<file path="config.mk">
export PLATFORM = sky130hd
export DESIGN_NAME = voxel_classify_sched
export DESIGN_NICKNAME = d
export VERILOG_FILES = /design/src/rtl/voxel_cls_pkg.sv /design/src/rtl/cls_mac_acc.sv /design/src/rtl/voxel_classify_sched.sv
export SDC_FILE = /design/constraint.sdc
export NUM_CORES = 1
export LEC_CHECK = 0
export ABC_AREA = 1
export CORE_ASPECT_RATIO = 0.7
export CORE_MARGIN = 1.5
export CORE_UTILIZATION = 65
export CTS_CLUSTER_SIZE = 8
export DETAILED_ROUTE_END_ITERATION = 16
export GPL_TIMING_DRIVEN = 0
export PLACE_DENSITY = 0.84
export SYNTH_ARGS = -nofsm -noshare
export SYNTH_HDL_FRONTEND = slang
export SYNTH_HIERARCHICAL = 1
export SYNTH_SLANG_ARGS = --single-unit
</file>
<file path="constraint.sdc">
create_clock -name clk -period 9.5 [get_ports clk]
set_input_delay 0.95 -clock clk [delete_from_list [all_inputs] [get_ports clk]]
set_output_delay 0.95 -clock clk [all_outputs]
set_load 0.01 [all_outputs]
</file>
<file path="src/rtl/voxel_cls_pkg.sv">
// Shared types and sizing for the voxel-bin gesture classifier.
package voxel_cls_pkg;

    localparam int NUM_CLASSES = 4;
    localparam int WEIGHT_BITS = 8;
    localparam int COUNT_BITS  = 4;
    localparam int ACC_BITS    = 24;
    localparam int CLS_IDX_W   = $clog2(NUM_CLASSES);

    typedef enum logic [CLS_IDX_W-1:0] {CLS_UP, CLS_DOWN, CLS_LEFT, CLS_RIGHT} class_e;

    typedef enum logic [2:0] {S_IDLE, S_RUN, S_DRAIN, S_COMPARE, S_DONE} sched_state_e;

    typedef logic signed [ACC_BITS-1:0] acc_t;

endpackage

</file>
<file path="src/rtl/cls_mac_acc.sv">
// One signed count*weight accumulator; synchronous clear wins over enable.
module cls_mac_acc
    import voxel_cls_pkg::*;
(
    input  logic                          clk,
    input  logic                          rst_n,
    input  logic                          clr_i,
    input  logic                          en_i,
    input  logic [COUNT_BITS-1:0]         count_i,
    input  logic signed [WEIGHT_BITS-1:0] weight_i,
    output acc_t                          acc_o
);

    logic signed [COUNT_BITS+WEIGHT_BITS:0] prod;
    acc_t acc_q;

    // count is unsigned, so a zero MSB keeps it non-negative in the signed product
    assign prod = $signed({1'b0, count_i}) * weight_i;

    always_ff @(posedge clk or negedge rst_n) begin
        if (!rst_n) begin
            acc_q <= '0;
        end else if (clr_i) begin
            acc_q <= '0;
        end else if (en_i) begin
            acc_q <= acc_q + acc_t'(prod);
        end
    end

    assign acc_o = acc_q;

endmodule

</file>
<file path="src/rtl/voxel_classify_sched.sv">
// Voxel-bin classifier sequencer: address walk, per-class MAC, argmax, valid/ready result.
// Optional CLS_REJECT_EN adds a below-threshold reject flag on the result.
module voxel_classify_sched
    import voxel_cls_pkg::*;
#(
    parameter int NUM_CELLS = 1024
`ifdef CLS_REJECT_EN
   ,parameter int SCORE_THRESH = 2000
`endif
) (
    input  logic                                clk,
    input  logic                                rst_n,
    input  logic                                start,
    output logic                                busy,
    output logic [$clog2(NUM_CELLS)-1:0]        cell_addr,
    input  logic [COUNT_BITS-1:0]               voxel_count,
    input  logic [NUM_CLASSES*WEIGHT_BITS-1:0]  weight_in,
    output logic                                result_valid,
    input  logic                                result_ready,
    output logic [CLS_IDX_W-1:0]                result_class,
    output logic signed [ACC_BITS-1:0]          result_score,
    output logic                                result_reject
);

    localparam int ADDR_W = $clog2(NUM_CELLS);
    localparam logic [ADDR_W-1:0]    LAST_ADDR = ADDR_W'(NUM_CELLS - 1);
    localparam logic [CLS_IDX_W-1:0] LAST_CLS  = CLS_IDX_W'(NUM_CLASSES - 1);

    sched_state_e          state_q, state_d;
    logic [ADDR_W-1:0]     cell_addr_q;
    logic                  last_q;
    logic                  mac_vld_p0_q;
    logic [CLS_IDX_W-1:0]  cmp_idx_q;
    acc_t                  best_q;
    class_e                best_cls_q;
    logic                  result_valid_q;
    class_e                result_class_q;
    acc_t                  result_score_q;

    acc_t   acc_w [NUM_CLASSES];
    acc_t   cand, best_nx;
    class_e cls_nx;
    logic   take, frame_go, cmp_fin;

    assign frame_go = (state_q == S_IDLE) && start;
    assign cmp_fin  = (state_q == S_COMPARE) && (cmp_idx_q == LAST_CLS);

    for (genvar k = 0; k < NUM_CLASSES; k++) begin : g_acc
        cls_mac_acc u_acc (
            .clk      (clk),
            .rst_n    (rst_n),
            .clr_i    (frame_go),
            .en_i     (mac_vld_p0_q),
            .count_i  (voxel_count),
            .weight_i (weight_in[k*WEIGHT_BITS +: WEIGHT_BITS]),
            .acc_o    (acc_w[k])
        );
    end

    always_comb begin
        state_d = state_q;
        case (state_q)
            S_IDLE:    if (start)        state_d = S_RUN;
            S_RUN:     if (last_q)       state_d = S_DRAIN;
            S_DRAIN:                     state_d = S_COMPARE;
            S_COMPARE: if (cmp_fin)      state_d = S_DONE;
            S_DONE:    if (result_ready) state_d = S_IDLE;
            default:                     state_d = S_IDLE;
        endcase
    end

    // Class 0 always seeds the running best; later classes replace it only when strictly greater
    always_comb begin
        cand    = acc_w[cmp_idx_q];
        take    = (cmp_idx_q == '0) || (cand > best_q);
        best_nx = take ? cand : best_q;
        cls_nx  = take ? class_e'(cmp_idx_q) : best_cls_q;
    end

    always_ff @(posedge clk or negedge rst_n) begin
        if (!rst_n) begin
            state_q        <= S_IDLE;
            cell_addr_q    <= '0;
            last_q         <= 1'b0;
            mac_vld_p0_q   <= 1'b0;
            cmp_idx_q      <= '0;
            best_q         <= '0;
            best_cls_q     <= CLS_UP;
            result_valid_q <= 1'b0;
            result_class_q <= CLS_UP;
            result_score_q <= '0;
        end else begin
            state_q <= state_d;
            // Address k is on the bus one cycle, its RAM/ROM data the next; the MAC takes it on the edge after
            last_q       <= (state_q == S_RUN) && (cell_addr_q == LAST_ADDR) && !last_q;
            mac_vld_p0_q <= (state_q == S_RUN) && !last_q;

            if (frame_go) begin
                cell_addr_q <= '0;
            end else if ((state_q == S_RUN) && (cell_addr_q != LAST_ADDR)) begin
                cell_addr_q <= cell_addr_q + ADDR_W'(1);
            end

            if (state_q == S_DRAIN) begin
                cmp_idx_q <= '0;
            end else if (state_q == S_COMPARE) begin
                cmp_idx_q  <= cmp_idx_q + CLS_IDX_W'(1);
                best_q     <= best_nx;
                best_cls_q <= cls_nx;
            end

            if (cmp_fin) begin
                result_valid_q <= 1'b1;
                result_class_q <= cls_nx;
                result_score_q <= best_nx;
            end else if ((state_q == S_DONE) && result_ready) begin
                result_valid_q <= 1'b0;
            end
        end
    end

`ifdef CLS_REJECT_EN
    localparam acc_t THRESH = acc_t'(SCORE_THRESH);
    logic reject_q;

    always_ff @(posedge clk or negedge rst_n) begin
        if (!rst_n) begin
            reject_q <= 1'b0;
        end else if (cmp_fin) begin
            reject_q <= (best_nx < THRESH);
        end
    end

    assign result_reject = reject_q;
`else
    assign result_reject = 1'b0;
`endif

    assign busy         = (state_q != S_IDLE);
    assign cell_addr    = cell_addr_q;
    assign result_valid = result_valid_q;
    assign result_class = result_class_q;
    assign result_score = result_score_q;

endmodule

</file>
Yosys cells after proc, flatten, opt, wreduce, memory -nomap -nowiden

Cells that the tools add are included.

Logic and storage cells: 81
Bits of input ports: 40
Register bits after elaboration: 166
Output and inout bits: 39

Multiply operators: 4
Equal/unequal tests: 11
Reductions and logical operators: 18
Bitwise gates (word level): 2
Order comparisons: 2
Add/sub/neg operators: 6
Muxes and demuxes: 24

Operator list:

| operator                                                        | number |
|---|---|
| 24-bit two-way mux                                              | 11 |
| 24-bit by 13-bit adder with 24-bit output                       | 4 |
| 5-bit by 8-bit multiplier with 13-bit output                    | 4 |
| 24-bit binary-select mux with 2-bit select                      | 1 |
| 24-bit > comparator                                             | 1 |
| 10-bit two-way mux                                              | 2 |
| 3-bit one-hot mux with 5 select lines                           | 1 |
| 3-bit two-way mux                                               | 4 |
| 10-bit by 1-bit adder with 10-bit output, second input constant | 1 |
| 10-bit == test, second input constant                           | 1 |
| 10-bit inequality test, second input constant                   | 1 |
| 2-bit inequality test, second input constant                    | 4 |
| 2-bit nonzero test                                              | 4 |
| 1-bit logical AND                                               | 7 |
| 3-bit by 2-bit == test with 1-bit output, second input constant | 2 |
| 2-bit two-way mux                                               | 3 |
| 4-bit AND reduction                                             | 1 |
| 3-bit by 1-bit == test with 1-bit output, second input constant | 1 |
| 3-bit == test, second input constant                            | 1 |
| 3-bit >= comparator, second input constant                      | 1 |
| 3-bit zero test                                                 | 1 |
| 2-bit inverter with 3-bit output                                | 1 |
| 3-bit nonzero test                                              | 1 |
| 2-bit by 1-bit adder with 2-bit output, second input constant   | 1 |
| other kinds (7)                                                 | 8 |

Logic depth before layout (Yosys ltp)

Word-level depth: 7
Mapped depth: 22
Depth with buffers taken out: 20

By module

The synthesis kept the hierarchy.

Modules (own cells, without submodules):

| module                           | cells each | area an instance (um2) | instances | sequential area each (um2) |
|---|---|---|---|---|
| cls_mac_acc (g_acc[0].u_acc ...) | 642        | 4365.4                 | 2         | 600.6 |
| voxel_classify_sched             | 661        | 4620.7                 | 1         | 1751.7 |
| cls_mac_acc (g_acc[3].u_acc)     | 625        | 4355.4                 | 1         | 600.6 |
| cls_mac_acc (g_acc[2].u_acc)     | 622        | 4324.1                 | 1         | 600.6 |

Least setup slack after synthesis

Ideal clock, no wire load.

Path type: input-to-reg
Start: input port voxel_count[1]
End: register g_acc[0].u_acc.acc_q[16]
Data required time: 9383 ps
Path slack: 5045 ps
Cell stages on the path: 17
Path buffers: 1
Library setup time: 117 ps
Arrival time: 4338 ps
Path through: clkbuf_1 > nand2_1 > inv_1 > fa_1 > ha_1 > inv_1 > fa_1 > inv_1 > ha_1 > nand2_2 > inv_1 > a21oi_1 > inv_1 > a21oi_1 > nand3b_1 > nand3_1 > nand2_1

Word-level cells in the longest chain between the ends: 4

RTL lines:

| what                                         | line                       | source |
|---|---|---|
| start, declared                              | voxel_classify_sched.sv:16 | `input logic [COUNT_BITS-1:0] voxel_count,` |
| 5-bit by 8-bit multiplier with 13-bit output | cls_mac_acc.sv:18          | `assign prod = $signed({1'b0, count_i}) * weight_i;` |
| 24-bit by 13-bit adder with 24-bit output    | cls_mac_acc.sv:26          | `acc_q <= acc_q + acc_t'(prod);` |
| 24-bit two-way mux                           | cls_mac_acc.sv:25          | `end else if (en_i) begin` |
| 24-bit two-way mux                           | cls_mac_acc.sv:23          | `end else if (clr_i) begin` |
| end signal, assigned                         | cls_mac_acc.sv:26          |  |
| end, declared                                | cls_mac_acc.sv:15          | `acc_t acc_q;` |

Every way passes these cells. The select of a mux whose other input is x is not followed.
A chain may end at the register's enable or synchronous reset.

Worst setup path in the final report

Start: input port weight_in[15]
End: register g_acc[1].u_acc.acc_q[18]

Word-level cells in the longest chain between the ends: 4

RTL lines:

| what                                         | line                       | source |
|---|---|---|
| start, declared                              | voxel_classify_sched.sv:17 | `input logic [NUM_CLASSES*WEIGHT_BITS-1:0] weight_in,` |
| 5-bit by 8-bit multiplier with 13-bit output | cls_mac_acc.sv:18          |  |
| 24-bit by 13-bit adder with 24-bit output    | cls_mac_acc.sv:26          |  |
| 24-bit two-way mux                           | cls_mac_acc.sv:25          |  |
| 24-bit two-way mux                           | cls_mac_acc.sv:23          |  |
| end signal, assigned                         | cls_mac_acc.sv:26          |  |
| end, declared                                | cls_mac_acc.sv:15          |  |

Every way passes these cells. The select of a mux whose other input is x is not followed.

==> flow_summary.toml <==
[outcome]
outcome = "complete, no violations"

[timing]
setup_viol = 0
maxSlewViolCount = 0
finalClockSkew_ns = 0.0106
tns_ns = 0
post-route-period-util = 0.536
finalHoldViolCount = 0
max_freq_ghz = 0.196
fin_ws_ns = 4.41
slew_headroom = 0.399
tightest_slew_ns = 0.900
fin_crit_ns = 5.09
rsz0062_at_grt = "no"

[critical_path]
crit_path_max_incr_delay_ns = 0.61
crit_chain = "clkdlybuf4s50_1, nand2_1, inv_1, fa_1, ha_1, inv_1, fa_1, inv_1, ha_1, a21oi_1, and2_1, nor2_1, nor2_1, nand3b_1, nand3_1, nand2_1"
critPathArrivalTime_ns = 5.42
timing_worst_setup_path_type = "input port to register"
critPathCaptureType = "register"
critPathMostFrequentCell = "inv_1"
slowest_stage = "inv_1"
worst-endpoint-required_ns = 9.83
start_kind = "input port"
path_max_fanout = 11

[drt]
detail_route.wl_per_cell_um = 17.9
drt-total-wl_um = 66700
dr.pass1.iters = 8
viasPerCell = 5.57
drcViolationCount = 0
antenna_left = 0
first_iter_violations = 2367
vias = 20800

[global_routing]
grt_use_met3 = 0.119
grtUsageMet1 = 0.568
busiest_layer = "met2"
track_usage = 0.394
grt_max_degree = 89
grt_pass1_vias = 20100
overflow = 0
grt_pass1_wl_um = 106000
globalRouteMet2Util = 0.572
antenna_found_initial = 0

[synthesis]
synth_edf_count = 0
netlist_instances = 3192
yosys_warnings = 6
synth_area_um2 = 22000
ys_seq_area_frac = 0.189
synth_nets = 3651
synth_cell_type_count = 48
synth_area_per_cell_um2 = 6.90
ys_ff_latch = 166
synth_ff_type = "dfrtp_1"
async_flop_share = 1.00

[clock_tree]
path_clk_slew_ns = 0.06
ctsResizeCount = 0
cts_buffers = 17
cts_setup_buffers = 0
hold_buffers = 0
cts-root-buf = "clkbuf_16"
clockBufferDepth = 2
clkLatencyLatePin_ns = 0.46
cts.sinks = 166
htree_levels = 4
cts_tree = "yes"

[worst_hold_path]
hold_path.class = "register to register"

[placed_design]
pre_cts_ws_ns = 4.01
gp_congestion = 1.02
place_area_um2 = 23300
port_buffers = 73
dp_hpwl_um = 54600

[finish]
area_growth_syn_to_layout_pct = 8.47
fin_area_um2 = 23900
nets = 3744
fillCellCount = 2737
utilization = 0.715
layout-drive-gt1-share = 0.0428

[floorplanning]
dieWidth_um = 223
pin_count = 79
die_h_um = 157
die_area_um2 = 35000
initial_utilization = 0.659
core_area_um2 = 33400
row_count = 56

[flow_run]
timing.max_cap.violations = 0
==> cell usage in the layout, fill, tap and decap left out, types with 10 or more instances in the layout <==
master and n:
nand2_1 985, o21ai_0 59, ha_1 219, nor2_2 26, a32oi_1 23, nand3b_1 18, o22ai_1 14, nand3_1 199
inv_1 804, a21oi_1 112, clkbuf_1 40, buf_2 10, dfrtp_1 166, nand4_1 19, o21bai_1 11, clkdlybuf4s50_1 72
clkbuf_16 17, fa_1 200, nor2_1 149, o21ai_1 11, nand2_2 27
==> cell usage after synthesis, drive strengths merged, types with 10 or more instances <==
library cell | n | area share
nand2 | 1013 | 0.18
o22ai | 14 | 0.0040
fa | 200 | 0.18
nand3 | 208 | 0.050
buf | 19 | 0.0055
a21oi | 118 | 0.028
nand4 | 19 | 0.0054
and2 | 10 | 0.0030
o21bai | 11 | 0.0037
inv | 811 | 0.14
nor2 | 184 | 0.037
dfrtp | 166 | 0.19
ha | 219 | 0.12
o21ai | 72 | 0.017
a32oi | 23 | 0.0091
nand3b | 18 | 0.0061
clkbuf | 40 | 0.0073
==> cell type report <==
class,count,area [um^2],area share
Multi-Input combinational cell,2152,14500,0.608
Sequential cell,166,4150,0.174
Inverter,815,3060,0.128
Timing Repair Buffer,74,763,0.0319
Tap cell,435,544,0.0228
Clock buffer,20,457,0.0191
Buffer,59,282,0.0118
Clock inverter,10,100,0.00419
Antenna cell,1,2.50,0.000105
==> worst max-delay path: cells and delay by family <==
kind,cells,cell delay (ns)
adder cells (fa/ha/maj),4,1.75
AND/OR/NAND/NOR,7,1.12
AO/OA/AOI/OAI,1,0.30
buffers and inverters,4,1.31
==> path summary, 6_finish.rpt <==
check,from,to,slack [ns],cells after the start
hold / removal,last_q,last_q,0.45,1
min in group asynchronous,rst_n,cell_addr[4],0.46,1
setup / recovery,weight_in[15],g_acc[1].u_acc/acc_o[18],4.41,16
max in group asynchronous,rst_n,best_q[1],8.14,2
hold reg to reg,last_q,last_q,0.45,1
setup reg to reg,g_acc[2].u_acc/acc_o[7],g_acc[2].u_acc/acc_o[12],5.64,16
==> per-stage QoR <==
stage,std cells,hold WS (ns)
floorplan,3192,0.410
global placement,3700,0.421
detailed placement,3701,0.442
CTS,3731,0.452
global route,3731,0.460
finish,3732,0.449
==> sequential cells by signal, summed over array words and instances (netlist names), 2 cells and up <==
| register | count |
|---|---|
| result_score | 24 |
| result_class | 2 |
| cmp_idx_q | 2 |
| cell_addr | 10 |
| state_q | 3 |
| best_cls_q | 2 |
| g_acc.u_acc/acc_o | 96 |
| best_q | 24 |
==> metal layers <==
layer / vias to the layer above / wire [um] / share of wire
li1: 9784 / - / -
met1: 9898 / 29300 / 0.44
met2: 989 / 27500 / 0.41
met3: 126 / 8110 / 0.12
met4: 0 / 1790 / 0.027
met5: - / 0 / 0
==> cell families (layout without fill, tap and decap cells) <==
logic type,after synthesis,after routing,synth area share
and+or+nand+nor,1468,1468,0.282
xor gates and xnor gates,9,9,0.00358
buffers and inverters,874,978,0.152
DFF,166,166,0.189
AOI/OAI and AO/OA,255,255,0.0679
other,1,2,0.000170
adders and majority gates,419,419,0.306
Power is not shown: default switching activity piles up to over one toggle a cycle in this logic, so the estimate is an artifact.
